==> config.mk <==
export PLATFORM = sky130hd
export DESIGN_NAME = dither_gen
export DESIGN_NICKNAME = d
export VERILOG_FILES = /design/src/rtl/dither_gen.sv
export SDC_FILE = /design/constraint.sdc
export NUM_CORES = 1
export LEC_CHECK = 0
export ABC_CLOCK_PERIOD_IN_PS = 2200
export CAP_MARGIN = 5
export CORE_UTILIZATION = 50
export DETAILED_ROUTE_END_ITERATION = 6
export GPL_TIMING_DRIVEN = 0
export HOLD_SLACK_MARGIN = 0.02
export PLACE_DENSITY = 0.71
export REMOVE_ABC_BUFFERS = 1
export SYNTH_ARGS = -nofsm -noshare
export SYNTH_HDL_FRONTEND = slang
export SYNTH_SLANG_ARGS = --single-unit
==> constraint.sdc <==
create_clock -name clk -period 2.2 [get_ports clk]
set_input_delay 0.33 -clock clk [delete_from_list [all_inputs] [get_ports clk]]
set_output_delay 0.33 -clock clk [all_outputs]
set_load 0.03 [all_outputs]
==> src/rtl/dither_gen.sv <==
// Dithered duty-word generator for a 64-count DPWM: spreads a 1/8-LSB fraction
// over an 8-period frame using a bit-reversed index, with frame-aligned command updates.
module dither_gen (
    input  logic       clk,
    input  logic       rst,
    input  logic       en,
    input  logic [8:0] duty_cmd,
    input  logic       cmd_valid,
    output logic [5:0] d_n_input,
    output logic       period_start,
    output logic       frame_start,
    output logic       busy
);

    typedef enum logic {IDLE, RUN} state_e;

    state_e     state_q;
    logic [5:0] pcnt_q;
    logic [2:0] idx_q;
    logic [8:0] act_q;
    logic [8:0] pend_q;
    logic       pend_v_q;
    logic [5:0] d_n_q;
    logic       period_start_q;
    logic       frame_start_q;

    logic       boundary;
    logic       frame_end;
    logic [8:0] act_d;

    // Coarse duty plus the dither bit for period i, saturated so 63 never wraps to 0.
    function automatic logic [5:0] duty_word(input logic [8:0] a, input logic [2:0] i);
        logic       dbit;
        logic [6:0] sum;
        dbit = ({i[0], i[1], i[2]} < a[2:0]);
        sum  = {1'b0, a[8:3]} + {6'd0, dbit};
        return sum[6] ? 6'd63 : sum[5:0];
    endfunction

    assign boundary  = (pcnt_q == 6'd63);
    assign frame_end = (idx_q == 3'd7);
    assign act_d     = pend_v_q ? pend_q : act_q;

    // NOTE: every register sits behind the async reset; nothing here is a memory array.
    always_ff @(posedge clk or posedge rst) begin
        if (rst) begin
            state_q        <= IDLE;
            pcnt_q         <= 6'd0;
            idx_q          <= 3'd0;
            act_q          <= 9'd0;
            pend_q         <= 9'd0;
            pend_v_q       <= 1'b0;
            d_n_q          <= 6'd0;
            period_start_q <= 1'b0;
            frame_start_q  <= 1'b0;
        end else begin
            pcnt_q         <= pcnt_q + 6'd1;
            // Pulses are registered one count early so they are high while pcnt==63.
            period_start_q <= (pcnt_q == 6'd62);
            frame_start_q  <= (pcnt_q == 6'd62) && (idx_q == 3'd7) && (state_q == RUN);

            case (state_q)
                IDLE: begin
                    if (boundary && en) begin
                        state_q  <= RUN;
                        idx_q    <= 3'd0;
                        act_q    <= act_d;
                        pend_v_q <= 1'b0;
                        d_n_q    <= duty_word(act_d, 3'd0);
                    end
                end
                RUN: begin
                    if (boundary) begin
                        if (!en) begin
                            state_q <= IDLE;
                            idx_q   <= 3'd0;
                            d_n_q   <= 6'd0;
                        end else begin
                            idx_q <= idx_q + 3'd1;
                            if (frame_end) begin
                                act_q    <= act_d;
                                pend_v_q <= 1'b0;
                                d_n_q    <= duty_word(act_d, 3'd0);
                            end else begin
                                d_n_q <= duty_word(act_q, idx_q + 3'd1);
                            end
                        end
                    end
                end
                default: state_q <= IDLE;
            endcase

            // NOTE: placed after the transfer so a same-cycle strobe wins over the pend_v clear.
            if (cmd_valid) begin
                pend_q   <= duty_cmd;
                pend_v_q <= 1'b1;
            end
        end
    end

    assign d_n_input    = d_n_q;
    assign period_start = period_start_q;
    assign frame_start  = frame_start_q;
    assign busy         = (state_q == RUN);

endmodule
==> results of run 1 <==
## worst max path at each step
stage / depth (start not counted) / end
2_1_floorplan: 11 / d_n_input[4]
3_3_place_gp: 11 / d_n_input[4]
3_5_place_dp: 11 / d_n_input[4]
4_1_cts: 11 / d_n_input[4]
5_1_grt: 11 / d_n_input[4]
6_report: 11 / d_n_input[4]
## report_power, final
part	internal [mW]	switching (mW)
registers	0.697	0.0150
clock network	0.248	0.221
logic	0.0584	0.0480
## Yosys cell counts (3+ instances only)
library cell / count / share of area
dfrtp_1: 37 / 0.48
mux2_2: 18 / 0.10
nand2_1: 14 / 0.027
o21ai_0: 13 / 0.034
ha_1: 10 / 0.064
nand3_1: 8 / 0.021
inv_1: 6 / 0.012
nor3_1: 6 / 0.015
a21oi_1: 4 / 0.010
xnor2_1: 4 / 0.018
a21o_1: 3 / 0.012
mux2i_1: 3 / 0.015
nand2b_1: 3 / 0.0097
nand4_1: 3 / 0.0097
nor2_1: 3 / 0.0058
xor2_1: 3 / 0.014
## stage by stage
stage	hold WS (ps)	cell area (sq um)	instances	util	setup WS [ps]
6_report	465.5	2401	247	0.6510	-212.6
5_1_grt	521.9	2401	247	0.6510	-330.1
4_1_cts	487.0	2394	246	0.6489	-203.3
3_5_place_dp	482.2	2198	236	0.5960	-449.7
3_3_place_gp	471.8	2171	235	0.5885	-333.0
2_1_floorplan	422.3	1901	166	-	-169.4
## layer usage
| metal | part of all wire | vias up | GRT usage |
|---|---|---|---|
| li1 | - | 677 | - |
| met1 | 0.44 | 708 | 0.2662 |
| met2 | 0.51 | 43 | 0.3776 |
| met3 | 0.041 | 7 | 0.05536 |
| met4 | 0.0099 | 0 | 0.05000 |
| met5 | 0 | - | 0 |
## registers in the layout (all words and copies together) (netlist names), named ones only
name	cells
pcnt_q	6
frame_start	1
d_n_input	6
act_q	9
period_start	1
pend_v_q	1
pend_q	9
idx_q	3
## cell families (layout without fill, tap and decap cells)
logic type,Yosys count,in the layout,share of synthesized area
and+or+nand+nor,50,50,0.1476
DFF,37,37,0.4771
buffers and inverters,12,39,0.03223
xor gates and xnor gates,7,7,0.03159
AOI/OAI and AO/OA,33,33,0.1115
adders and majority gates,10,10,0.06447
muxes,23,23,0.1354
## final cells by class
class                           count  area [sq um]  share of cell area
Multi-Input combinational cell    123          1037              0.4320
Sequential cell                    37         927.1              0.3861
Timing Repair Buffer               26         267.8              0.1115
Clock buffer                        7         86.33             0.03596
Tap cell                           48         60.06             0.02501
Inverter                            6         22.52            0.009380
## repair_timing
| action | 4_1_cts | 5_1_grt |
|---|---|---|
| resized for setup | 15 | 0 |
| endpoints found under the setup margin | 6 | 6 |
| buffers inserted | 3 | 1 |
| pin swaps | 6 | 1 |
==> impl_metrics.toml, run 1 <==
[logic_synthesis]
synth-main-ff-cell = "dfrtp_1"
netlist_area_sq_um = 1941
postSynthAreaPerCell_sq_um = 11.28
synth-async-reset-ratio = 1.000
yosys_register_bits = 37
ys_types = 40
synth-seq-area-share = 0.4771
synth_cells = 172
yosysWarnings = 0
synth_edf_count = 0

[drt]
vias_per_cell = 5.810
drc_errors = 0
routed_wl_mm = 3.857
first_pass_iters = 4
vias = 1435
postRouteAntennaNets = 0
dr.first_iter.drc_count = 90
wire_per_inst_microns = 15.62

[clock_network]
cts.sinks = 37
root_buffer = "clkbuf_8"
cts_tree = "yes"
cts_buffers = 5
path_clk_slew_ps = 70
clk-insertion-delay-late_ps = 280
cts_hold_buf = 0
clk_path_buf_depth = 2
htreeDepth = 2

[power]
totalPowerFinal_mw = 1.287
p_per_area_nw_per_um2 = 536.2
ir_drop_uv = 389.5
p_leak_nw = 1.043

[worst_hold_path]
hp-class = "in -> async"

[final_layout]
final_common_cell = "dfrtp_1"
drive_gt1_frac = 0.2312
area_growth_pct = 23.73
final_cell_mix = "dfrtp_1, clkdlybuf4s50_1, mux2_2"
antenna_cells = 0
fin_nets = 222
nFillCells = 298

[critical_path]
crit_chain = "ha_4 -> ha_4 -> nand2b_4 -> a21o_1 -> a21oi_2 -> ha_2 -> ha_4 -> nand3_4 -> mux2_4 -> a32oi_1 -> o21ai_1"
worstPathArrival_ps = 2580
rr_worst_depth = 11
rrSetupSlack_ps = -210
r2r-end = "d_n_input[4]"
cp-end-kind = "register"
critPathLaunchType = "register"
crit_required_ps = 2370
crit_slowest_cell = "dfrtp_1"
crit_top_cell = "ha_4"
critPathMaxStageDelay_ps = 410
crit_path_max_fanout = 2
timing.rr.start = "idx_q[1]"
cp-startpoint = "idx_q[1]"
crit_buf_inv = 0
crit_family = "adder cells"
setup.worst_path.class = "reg -> reg"

[outcome]
violations = "setup timing"
status = "complete, but fails checks"

[timing]
tns_ps = -1054
slew-limit-headroom = 0.4739
final.setup.worst_slack_ps = -212.6
period_minus_slack_ps = 2413
worstMarginPinSlew_ps = 788.4
post-route-period-util = 1.097
clock_skew_ps = 4.856
rsz0062_at_grt = "true"
finalSetupViolCount = 6
max_freq_mhz = 414.5
slew_viol_final = 0
hold_viol_final = 0

[floorplanning]
row_count = 22
die_x_microns = 64.30
num_io_pins = 22
coreArea_sq_um = 3689
die_h_microns = 64.30
start_util = 0.5261
die_area_sq_um = 4134

[grt]
grt-ovfl-total = 0
antenna_found_initial = 0
grt_use_total = 0.2164
grt_max_degree = 22
grt_pass1_vias = 1506
grt_pass1_wl_mm = 6.817

[place]
hpwl_mm = 2.846
io_buffers = 21
finalWeightedCongestion = 0.7794

[flow_run]
max_cap_viol_count = 0
No activity file was read; power rests on OpenSTA's default activity.
==> run 2, diff against run 1 <==
--- a/config.mk
+++ b/config.mk
@@ -6,7 +6,6 @@
 export NUM_CORES = 1
 export LEC_CHECK = 0
 export ABC_CLOCK_PERIOD_IN_PS = 2200
-export CAP_MARGIN = 5
 export CORE_UTILIZATION = 50
 export DETAILED_ROUTE_END_ITERATION = 6
 export GPL_TIMING_DRIVEN = 0
==> run 2 against run 1 <==
Against the previous run:
- the run still ends with setup timing left
- utilization increased by 0.068 points
- clock power increased by 31%
- worst setup slack worse by 13 ps
- count of clock-buffer cells in the layout did not move
- design area grew 0.10%
- routed wire length up 0.99%
- first-iteration DRC count decreased by 26%
- hold slack better by 18 ps
- non-clock buffer count shrank 1
- register-to-register slack is essentially flat
==> impl_metrics.toml, run 2 (synthesis results as in run 1) <==
[final_layout]
area_growth_pct = 23.86
drive_gt1_frac = 0.2362
final_common_cell = "dfrtp_1"
antenna_cells = 0
top_regs = "act_q: 9 flops, pend_q: 9 flops"
final_util = 0.6516
nFillCells = 302
final_cell_mix = "dfrtp_1, clkdlybuf4s50_1, mux2_2"
finalNonFillerCells = 247
fin_nets = 221

[floorplanning]
die_x_microns = 64.30
start_util = 0.5261
coreArea_sq_um = 3689
row_count = 22
die_area_sq_um = 4134
die_h_microns = 64.30
num_io_pins = 22

[drt]
routed_wl_mm = 3.895
wire_per_inst_microns = 15.77
drc_errors = 0
first_pass_iters = 4
postRouteAntennaNets = 0
vias_per_cell = 5.761
dr.first_iter.drc_count = 67
vias = 1423

[grt]
grt-ovfl-total = 0
grt_pass1_wl_mm = 6.844
grt_max_degree = 38
antenna_found_initial = 0
grt_use_total = 0.2209
grt_pass1_vias = 1507

[timing]
slew-limit-headroom = 0.5065
finalSetupViolCount = 6
slew_viol_final = 0
worstMarginPinSlew_ps = 739.2
final.setup.worst_slack_ps = -225.5
post-route-period-util = 1.103
period_minus_slack_ps = 2426
clock_skew_ps = 7.186
hold_viol_final = 0
rsz0062_at_grt = "true"
max_freq_mhz = 412.3

[place]
io_buffers = 21
hpwl_mm = 2.734
finalWeightedCongestion = 0.7794
placedCellCount = 235

[critical_path]
cp-end-kind = "register"
crit_path_max_fanout = 2
crit_required_ps = 2380
setup.worst_path.class = "reg -> reg"
worstPathArrival_ps = 2600
critPathLaunchType = "register"

[clock_network]
cts_hold_buf = 0
root_buffer = "clkbuf_8"
cts_tree = "yes"
clk_path_buf_depth = 2
clk-insertion-delay-late_ps = 290
cts.sinks = 37
cts_buffers = 5
htreeDepth = 2
path_clk_slew_ps = 70

[power]
p_per_area_nw_per_um2 = 593.2
totalPowerFinal_mw = 1.426
p_leak_nw = 1.042
ir_drop_uv = 505.1

[outcome]
status = "complete, but fails checks"
violations = "setup timing"

[flow_run]
max_cap_viol_count = 0

[worst_hold_path]
hp-class = "in -> async"
run 2: cell types whose count changed in the layout (fill, tap and decap cells not counted), sizes merged:
cell	before	now
buf	5	4
bufinv	0	1
run 2: where the power goes:
group	leakage (nW)	total [mW]	switching, mW	internal, mW
registers	0.456	0.711	0.0144	0.696
logic	0.528	0.100	0.0467	0.0535
clock network	0.0585	0.615	0.245	0.370
run 2: routing by layer:
metal	vias up	track usage	part of all wire
li1	678	-	-
met1	702	0.2705	0.45
met2	35	0.3776	0.50
met3	8	0.05179	0.040
met4	0	0.07778	0.013
met5	-	0	0
run 2: cell type report:
| type | count | area, sq um | share of cell area |
|---|---|---|---|
| multi-input cells | 123 | 1037 | 0.4315 |
| flip-flops and latches | 37 | 927.1 | 0.3857 |
| repair buffers | 25 | 240.2 | 0.09995 |
| clock buffers | 7 | 86.33 | 0.03592 |
| well taps | 48 | 60.06 | 0.02499 |
| clock inverters | 1 | 30.03 | 0.01249 |
| inverters | 6 | 22.52 | 0.009370 |
run 2: path summary, 6_finish.rpt:
| path | cells past startpoint | startpoint | slack, ps | to |
|---|---|---|---|---|
| worst max-delay path | 11 | idx_q[1] | -230 | d_n_input[4] |
| max in group asynchronous | 2 | rst | 1190 | pend_v_q |
| worst max register to register | 11 | idx_q[1] | -230 | d_n_input[4] |
| worst min register to register | 2 | d_n_input[3] | 490 | d_n_input[3] |
| min in group clk | 2 | d_n_input[3] | 490 | d_n_input[3] |
| worst min-delay path | 2 | rst | 480 | pcnt_q[1] |
run 2: stage by stage:
step / hold slack, ps / TNS [ps] / worst slack [ps] / cell area, sq um
final: 483.2 / -989.8 / -225.5 / 2404
after global routing: 533.6 / -1921 / -361.0 / 2404
after CTS: 496.5 / -869.4 / -205.3 / 2404
after detailed placement: 480.4 / -2179 / -447.3 / 2171
after global placement: 471.8 / -1549 / -333.0 / 2171
after floorplan: 422.3 / -373.2 / -169.4 / 1901
run 2: critical path, cell delays in order (launching register included):
cell	delay [ps]
dfrtp_1	420
ha_4	180
ha_4	230
nand2b_4	130
a21o_1	160
a21oi_2	140
ha_2	230
ha_4	150
nand3_4	90
mux2_4	320
a32oi_1	170
o21ai_1	90
run 2: what timing repair did:
action | in CTS | in global routing
hold endpoints to repair | 0 | 0
buffers inserted | 4 | 0
gates resized for setup | 15 | 0
endpoints found under the setup margin | 6 | 6
pin swaps | 6 | 1
